==> src/rtl/popcount_pkg.sv <==
// Shared constants and width helpers for the pipelined population counter.
package popcount_pkg;

  localparam int ACC_W_DEF = 16;

  // Bits needed to hold a count in the range 0..n.
  function automatic int clog2_p1(input int n);
    return $clog2(n + 1);
  endfunction

  // Adder-tree depth for a w-bit word; one registered level per tree level.
  function automatic int lat_of(input int w);
    return $clog2(w);
  endfunction

  // Bit offset of tree level k inside the flat tree bus for a p-bit padded word.
  // Level j holds (p >> j) sums of (j + 1) bits each.
  function automatic int lvl_off(input int p, input int k);
    int off;
    off = 0;
    for (int j = 0; j < k; j++) off += (p >> j) * (j + 1);
    return off;
  endfunction

endpackage

==> src/rtl/popcount_if.sv <==
// Streaming handshake bundle for popcount_pipe: word in, count out.
interface popcount_if import popcount_pkg::*; #(
  parameter int WIDTH = 8,
  parameter int CW    = clog2_p1(WIDTH)
) ();

  logic             in_valid;
  logic             in_ready;
  logic [WIDTH-1:0] in_data;
  logic             out_valid;
  logic             out_ready;
  logic [CW-1:0]    out_count;
  logic             out_zero;
  logic             out_all;

  modport master (
    output in_valid, in_data, out_ready,
    input  in_ready, out_valid, out_count, out_zero, out_all
  );

  modport slave (
    input  in_valid, in_data, out_ready,
    output in_ready, out_valid, out_count, out_zero, out_all
  );

endinterface

==> src/rtl/popcount_stage.sv <==
// One registered level of the popcount adder tree: sums adjacent operand pairs.
module popcount_stage import popcount_pkg::*; #(
  parameter int PAIRS = 1,
  parameter int IW    = 1
) (
  input  logic                      clk,
  input  logic                      rst_n,
  input  logic                      en,
  input  logic                      vld_in,
  input  logic [2*PAIRS-1:0][IW-1:0] d,
  output logic                      vld_out,
  output logic [PAIRS-1:0][IW:0]    q
);

  // Register pair sums and the slot valid bit; hold everything when not advancing.
  always_ff @(posedge clk or negedge rst_n) begin
    if (!rst_n) begin
      vld_out <= 1'b0;
      q       <= '0;
    end else if (en) begin
      vld_out <= vld_in;
      for (int i = 0; i < PAIRS; i++)
        q[i] <= {1'b0, d[2*i]} + {1'b0, d[2*i+1]};
    end
  end

endmodule

==> src/rtl/popcount_pipe.sv <==
// Pipelined WIDTH-bit population counter with valid/ready on both sides.
// The input is zero-padded to 2^LAT bits and reduced by LAT registered adder
// levels that all advance together. Optional running accumulator of delivered
// counts is compiled in with POPCOUNT_ACC_EN.
module popcount_pipe import popcount_pkg::*; #(
  parameter int WIDTH = 8,
  parameter int CW    = clog2_p1(WIDTH),
  parameter int LAT   = lat_of(WIDTH),
  parameter int ACC_W = ACC_W_DEF
) (
  input  logic             clk,
  input  logic             rst_n,
  popcount_if.slave        bus
`ifdef POPCOUNT_ACC_EN
  ,
  input  logic             acc_clr,
  output logic [ACC_W-1:0] acc_out,
  output logic             acc_sat
`endif
);

  localparam int P   = 1 << LAT;
  localparam int TOT = lvl_off(P, LAT + 1);

  // All tree levels packed back to back; level 0 is the padded input word.
  logic [TOT-1:0] tree;
  logic [LAT:0]   vld_pipe;
  logic [LAT:0]   fin;
  logic           adv;

  // Whole pipe moves when the output slot is empty or being consumed; bubbles
  // travel like data so ordering and latency stay fixed.
  assign adv          = bus.out_ready | ~bus.out_valid;
  assign bus.in_ready = adv;

  assign tree[P-1:0]  = P'(bus.in_data);
  assign vld_pipe[0]  = bus.in_valid;

  for (genvar k = 1; k <= LAT; k++) begin : g_lvl
    localparam int IOFF = lvl_off(P, k - 1);
    localparam int OOFF = lvl_off(P, k);
    popcount_stage #(.PAIRS(P >> k), .IW(k)) u_stage (
      .clk     (clk),
      .rst_n   (rst_n),
      .en      (adv),
      .vld_in  (vld_pipe[k-1]),
      .d       (tree[IOFF +: (P >> (k - 1)) * k]),
      .vld_out (vld_pipe[k]),
      .q       (tree[OOFF +: (P >> k) * (k + 1)])
    );
  end

  // Final level is a single LAT+1 bit sum; its value never exceeds WIDTH.
  assign fin           = tree[lvl_off(P, LAT) +: LAT + 1];
  assign bus.out_valid = vld_pipe[LAT];
  assign bus.out_count = CW'(fin);
  assign bus.out_zero  = (fin == '0);
  assign bus.out_all   = (fin == (LAT + 1)'(WIDTH));

`ifdef POPCOUNT_ACC_EN
  logic             hs;
  logic [ACC_W:0]   acc_sum;

  assign hs = bus.out_valid & bus.out_ready;

  // Next accumulator value with one spare bit to detect overflow; a clear
  // restarts the sum from zero in the same cycle as any handshake.
  always_comb begin
    acc_sum = acc_clr ? '0 : {1'b0, acc_out};
    if (hs) acc_sum = acc_sum + (ACC_W + 1)'(bus.out_count);
  end

  // Saturating accumulate with a sticky overflow flag.
  always_ff @(posedge clk or negedge rst_n) begin
    if (!rst_n) begin
      acc_out <= '0;
      acc_sat <= 1'b0;
    end else if (hs || acc_clr) begin
      acc_out <= acc_sum[ACC_W] ? '1 : acc_sum[ACC_W-1:0];
      acc_sat <= (acc_sat & ~acc_clr) | acc_sum[ACC_W];
    end
  end
`endif

endmodule

==> src/flat_wrapper.sv <==
// flat-port wrapper written by rule: the top's interface ports become plain ports
module popcount_pipe_flat import popcount_pkg::*;
#(
  parameter int WIDTH = 8,
  parameter int CW    = clog2_p1(WIDTH),
  parameter int LAT   = lat_of(WIDTH),
  parameter int ACC_W = ACC_W_DEF
)
  (clk, rst_n, bus_in_valid, bus_in_data, bus_out_ready, bus_in_ready, bus_out_valid, bus_out_count, bus_out_zero, bus_out_all);
  popcount_if #(.WIDTH(WIDTH), .CW(CW)) bus_i ();
  input  logic clk;
  input  logic rst_n;
  input wire logic [$bits(bus_i.in_valid)-1:0] bus_in_valid;
  input wire logic [$bits(bus_i.in_data)-1:0] bus_in_data;
  input wire logic [$bits(bus_i.out_ready)-1:0] bus_out_ready;
  output wire logic [$bits(bus_i.in_ready)-1:0] bus_in_ready;
  output wire logic [$bits(bus_i.out_valid)-1:0] bus_out_valid;
  output wire logic [$bits(bus_i.out_count)-1:0] bus_out_count;
  output wire logic [$bits(bus_i.out_zero)-1:0] bus_out_zero;
  output wire logic [$bits(bus_i.out_all)-1:0] bus_out_all;
  assign bus_i.in_valid = bus_in_valid;
  assign bus_i.in_data = bus_in_data;
  assign bus_i.out_ready = bus_out_ready;
  assign bus_in_ready = bus_i.in_ready;
  assign bus_out_valid = bus_i.out_valid;
  assign bus_out_count = bus_i.out_count;
  assign bus_out_zero = bus_i.out_zero;
  assign bus_out_all = bus_i.out_all;
  popcount_pipe #(.WIDTH(WIDTH), .CW(CW), .LAT(LAT), .ACC_W(ACC_W)) u_core (.clk(clk), .rst_n(rst_n), .bus(bus_i));
endmodule
==> config.mk <==
export PLATFORM = sky130hd
export DESIGN_NAME = popcount_pipe_flat
export DESIGN_NICKNAME = d
export VERILOG_FILES = /design/src/rtl/popcount_pkg.sv /design/src/rtl/popcount_if.sv /design/src/rtl/popcount_stage.sv /design/src/rtl/popcount_pipe.sv /design/src/flat_wrapper.sv
export SDC_FILE = /design/constraint.sdc
export NUM_CORES = 1
export LEC_CHECK = 0
export BUFFER_PORTS_ARGS = -buffer_cell sky130_fd_sc_hd__buf_2
export CORE_MARGIN = 1.5
export CORE_UTILIZATION = 35
export CTS_BUF_LIST = sky130_fd_sc_hd__clkbuf_8
export CTS_CLUSTER_SIZE = 28
export DETAILED_ROUTE_END_ITERATION = 6
export SLEW_MARGIN = 30
export SYNTH_ARGS = -nofsm -noshare
export SYNTH_HDL_FRONTEND = slang
export SYNTH_SLANG_ARGS = --single-unit
==> constraint.sdc <==
create_clock -name clk -period 3.35 [get_ports clk]
set_input_delay 0.335 -clock clk [delete_from_list [all_inputs] [get_ports clk]]
set_output_delay 0.335 -clock clk [all_outputs]
set_load 0.03 [all_outputs]
==> metrics.md <==
| Metric | Value |
|---|---|
| Status | `completed` |
| Yosys Warn Count | `0` |
| Die ar. | `3307 µm²` |
| Crit path max-delay family | `flip-flops` |
| Crit path time final | `1579 ps` |
| Final WL | `1.462 mm` |
| Synthesis-stage register bit count | `21` |
| Distinct cells, synth | `19` |
| Worst stage delay on the critical path | `410 ps` |
| Initial Util | `37.38%` |
| Critical path class | `reg -> out` |
| I/O pins | `20` |
| Routed via count | `579` |
| Final instance area | `1189 µm²` |
| Worst r2r src | `u_core.g_lvl[2].u_stage.q[3]$_DFFE_PN0P_` |
| Mapped Cells | `71` |
| Unrepaired setup endpoints after global routing | `no` |
| H-tree Lvls | `1` |
| Least-Margin Pin Slew | `458.4 ps` |
| Fraction of registers with async set/reset | `100.0%` |
| Initial DRC count | `10` |
| Main flop type after synthesis | `dfrtp_1` |
| Reg2reg path depth | `5` |
| DR pass1 iterations | `4` |
| GRT busiest layer | `met2` |
| Worst setup SP type | `register` |
| Peak supply drop | `475.9 µV` |
| Worst Setup SP | `u_core.g_lvl[3].u_stage.vld_out$_DFFE_PN0P_` |
| Gp weighted congestion | `0.7058` |
| Slew margin rel. | `69.44%` |
| Avg WL per Cell | `11.98 µm` |
| Clock tree root driver cell | `clkbuf_8` |
| Vias/cell | `4.746` |
| Core Area | `2781 µm²` |
| Syn_nets | `95` |
| Critical path endpoint category | `output port` |
| Sequential Area | `525.5 µm²` |
| Crit path buf inv count | `1` |
| CP Cell Sequence | `nand2b_4 > buf_2` |
| # diodes | `0` |
| CTS clk-pin slew, worst paths | `70 ps` |
| Clock Tree Buf Depth | `2` |
| Max-slew violation count | `0` |
| CTS tree | `done` |
| DRC | `0` |
| Hold/Removal Path Class | `in -> async` |
| Crit-path max FO | `27` |
| Critical Path End | `bus_in_ready` |
| Fmax | `633.4 MHz` |
| Multi-input logic area | `471.7 µm²` |
| Power Dens Cells | `769.5 nW/µm²` |
| GR Util All Layers | `10.16%` |
| Arrival @ worst endpoint | `1240 ps` |
| Die height | `57.51 µm` |
| Final period util | `47.13%` |
| Reg-to-reg setup timing slack | `2020 ps` |
| Row count | `19` |
| Met1 usage | `11.95%` |
| Post-DP HPWL | `1.072 mm` |
| Area delta synth->final | `14.32%` |
| Setup Fix Bufs, Post-CTS | `0` |
| Clock tree sinks | `21` |
| Cell area after synthesis | `1040 µm²` |
| Global-route wire length before repair | `2.553 mm` |
| Hold Vio Cnt, Final | `0` |
| Hold slack | `23.87 ps` |
| EDFF count, synth | `0` |
| Die W | `57.51 µm` |
| Worst Slack Setup Final | `1771 ps` |
| Layout cells sized above 1 | `42.86%` |
| Slowest CP cell | `dfrtp_1` |
| Most frequent cells in the layout | `dfrtp_1 (21), buf_2 (19), ha_1 (9)` |
| Stages on worst setup path | `2` |
| DP Worst Slack | `1990 ps` |
| Grt met3 use | `4.308%` |
| Inserted Clock Buffers | `3` |
| Cts repair resizes | `0` |
| Vias in the first global route | `632` |
| Count of buffers from port buffering | `19` |
| Max cap viols | `0` |
| Setup TNS | `0 ps` |
| Seq/Total Area, Yosys | `50.54%` |
| Setup-failing EPs final | `0` |
| Post-DRT Antenna Nets | `0` |
| Initial antenna violation count | `0` |
| CP Data Required Time | `3010 ps` |
| Clock latency on the worst-skew pair | `250 ps` |
| Largest net degree at the start of global routing | `28` |
| Hold_buf cts | `0` |
| Fill cells | `274` |
| M2 GR Usage | `17.37%` |
| Lkg Pwr | `0.6115 nW` |
| Grt ovf | `0` |
| Commonest non-fill, non-tap cell in the layout | `dfrtp_1` |
| Worst Skew | `5.279 ps` |
| Nets | `116` |
| DP Area | `1142 µm²` |
| Post-Synthesis Mean Instance Area | `14.64 µm²` |
| R2r endpoint | `u_core.g_lvl[3].u_stage.q[2]$_DFFE_PN0P_` |
Yosys cell counts, types with 2 or more instances:
master	count	area, µm²
dfrtp_1	21	525.5
ha_1	9	112.6
mux2_4	8	120.1
mux2_2	7	78.83
a21oi_1	4	20.02
fa_1	3	60.06
inv_1	3	11.26
nor2_1	3	11.26
nand2_1	2	7.510
o21ai_0	2	10.01
state kept, by name, summed over array words and instances, names as in the netlist:
name / count
u_core.g_lvl.u_stage.q: 18
u_core.g_lvl.u_stage.vld_out: 3
routing by layer:
metal  part of all wire [%]  up-vias
met5                      0        -
met4                   0.68        0
met3                    5.7        2
met2                     50       12
met1                     43      279
li1                       -      286
worst register-to-register path, stage by stage (launching register included):
cell	delay, ps
dfrtp_1	360
ha_1	170
inv_1	50
fa_1	370
xor2_1	170
a21oi_1	80
cell families (layout without fill, tap and decap cells):
group	count (synthesis)	in the layout	synth area share, %
DFF	21	21	50.54
muxes	15	15	19.13
adders and majority gates	12	12	16.61
and+or+nand+nor	9	9	5.175
AOI/OAI and AO/OA	7	7	3.610
buffers and inverters	6	26	4.090
xor gates and xnor gates	1	1	0.8425
report_power, final:
group / switching, mW / internal (mW) / total, mW
logic: 0.192 / 0.166 / 0.357
clock network: 0.0750 / 0.0826 / 0.158
registers: 0.0611 / 0.339 / 0.400
total: 0.328 / 0.587 / 0.915
per-stage QoR:
step | utilization, % | cells | power (mW)
finish | 42.74 | 122 | 0.9146
global route | 42.74 | 122 | 0.9948
CTS | 42.74 | 122 | 0.9330
detailed placement | 41.07 | 118 | 0.7694
global placement | 41.07 | 118 | 0.7617
floorplan | - | 71 | 0.6865
final cells by class:
class	instances	area share (%)
repair buffers	19	8.000
inverters	3	0.9474
well taps	31	3.263
clock inverters	1	0.4211
multi-input cells	44	39.68
flip-flops and latches	21	44.21
clock buffers	3	3.474
worst min path at each step:
stage	end	slack [ps]	cells past startpoint
3_5_place_dp	u_core.g_lvl[2].u_stage.q[4]$_DFFE_PN0P_	320	1
3_3_place_gp	u_core.g_lvl[3].u_stage.q[1]$_DFFE_PN0P_	310	1
2_1_floorplan	u_core.g_lvl[1].u_stage.q[0]$_DFFE_PN0P_	40	0
6_report	u_core.g_lvl[1].u_stage.q[0]$_DFFE_PN0P_	20	1
5_1_grt	u_core.g_lvl[1].u_stage.q[6]$_DFFE_PN0P_	60	1
4_1_cts	u_core.g_lvl[3].u_stage.q[0]$_DFFE_PN0P_	40	1
Note: power is estimated with default switching activity, not from simulation.
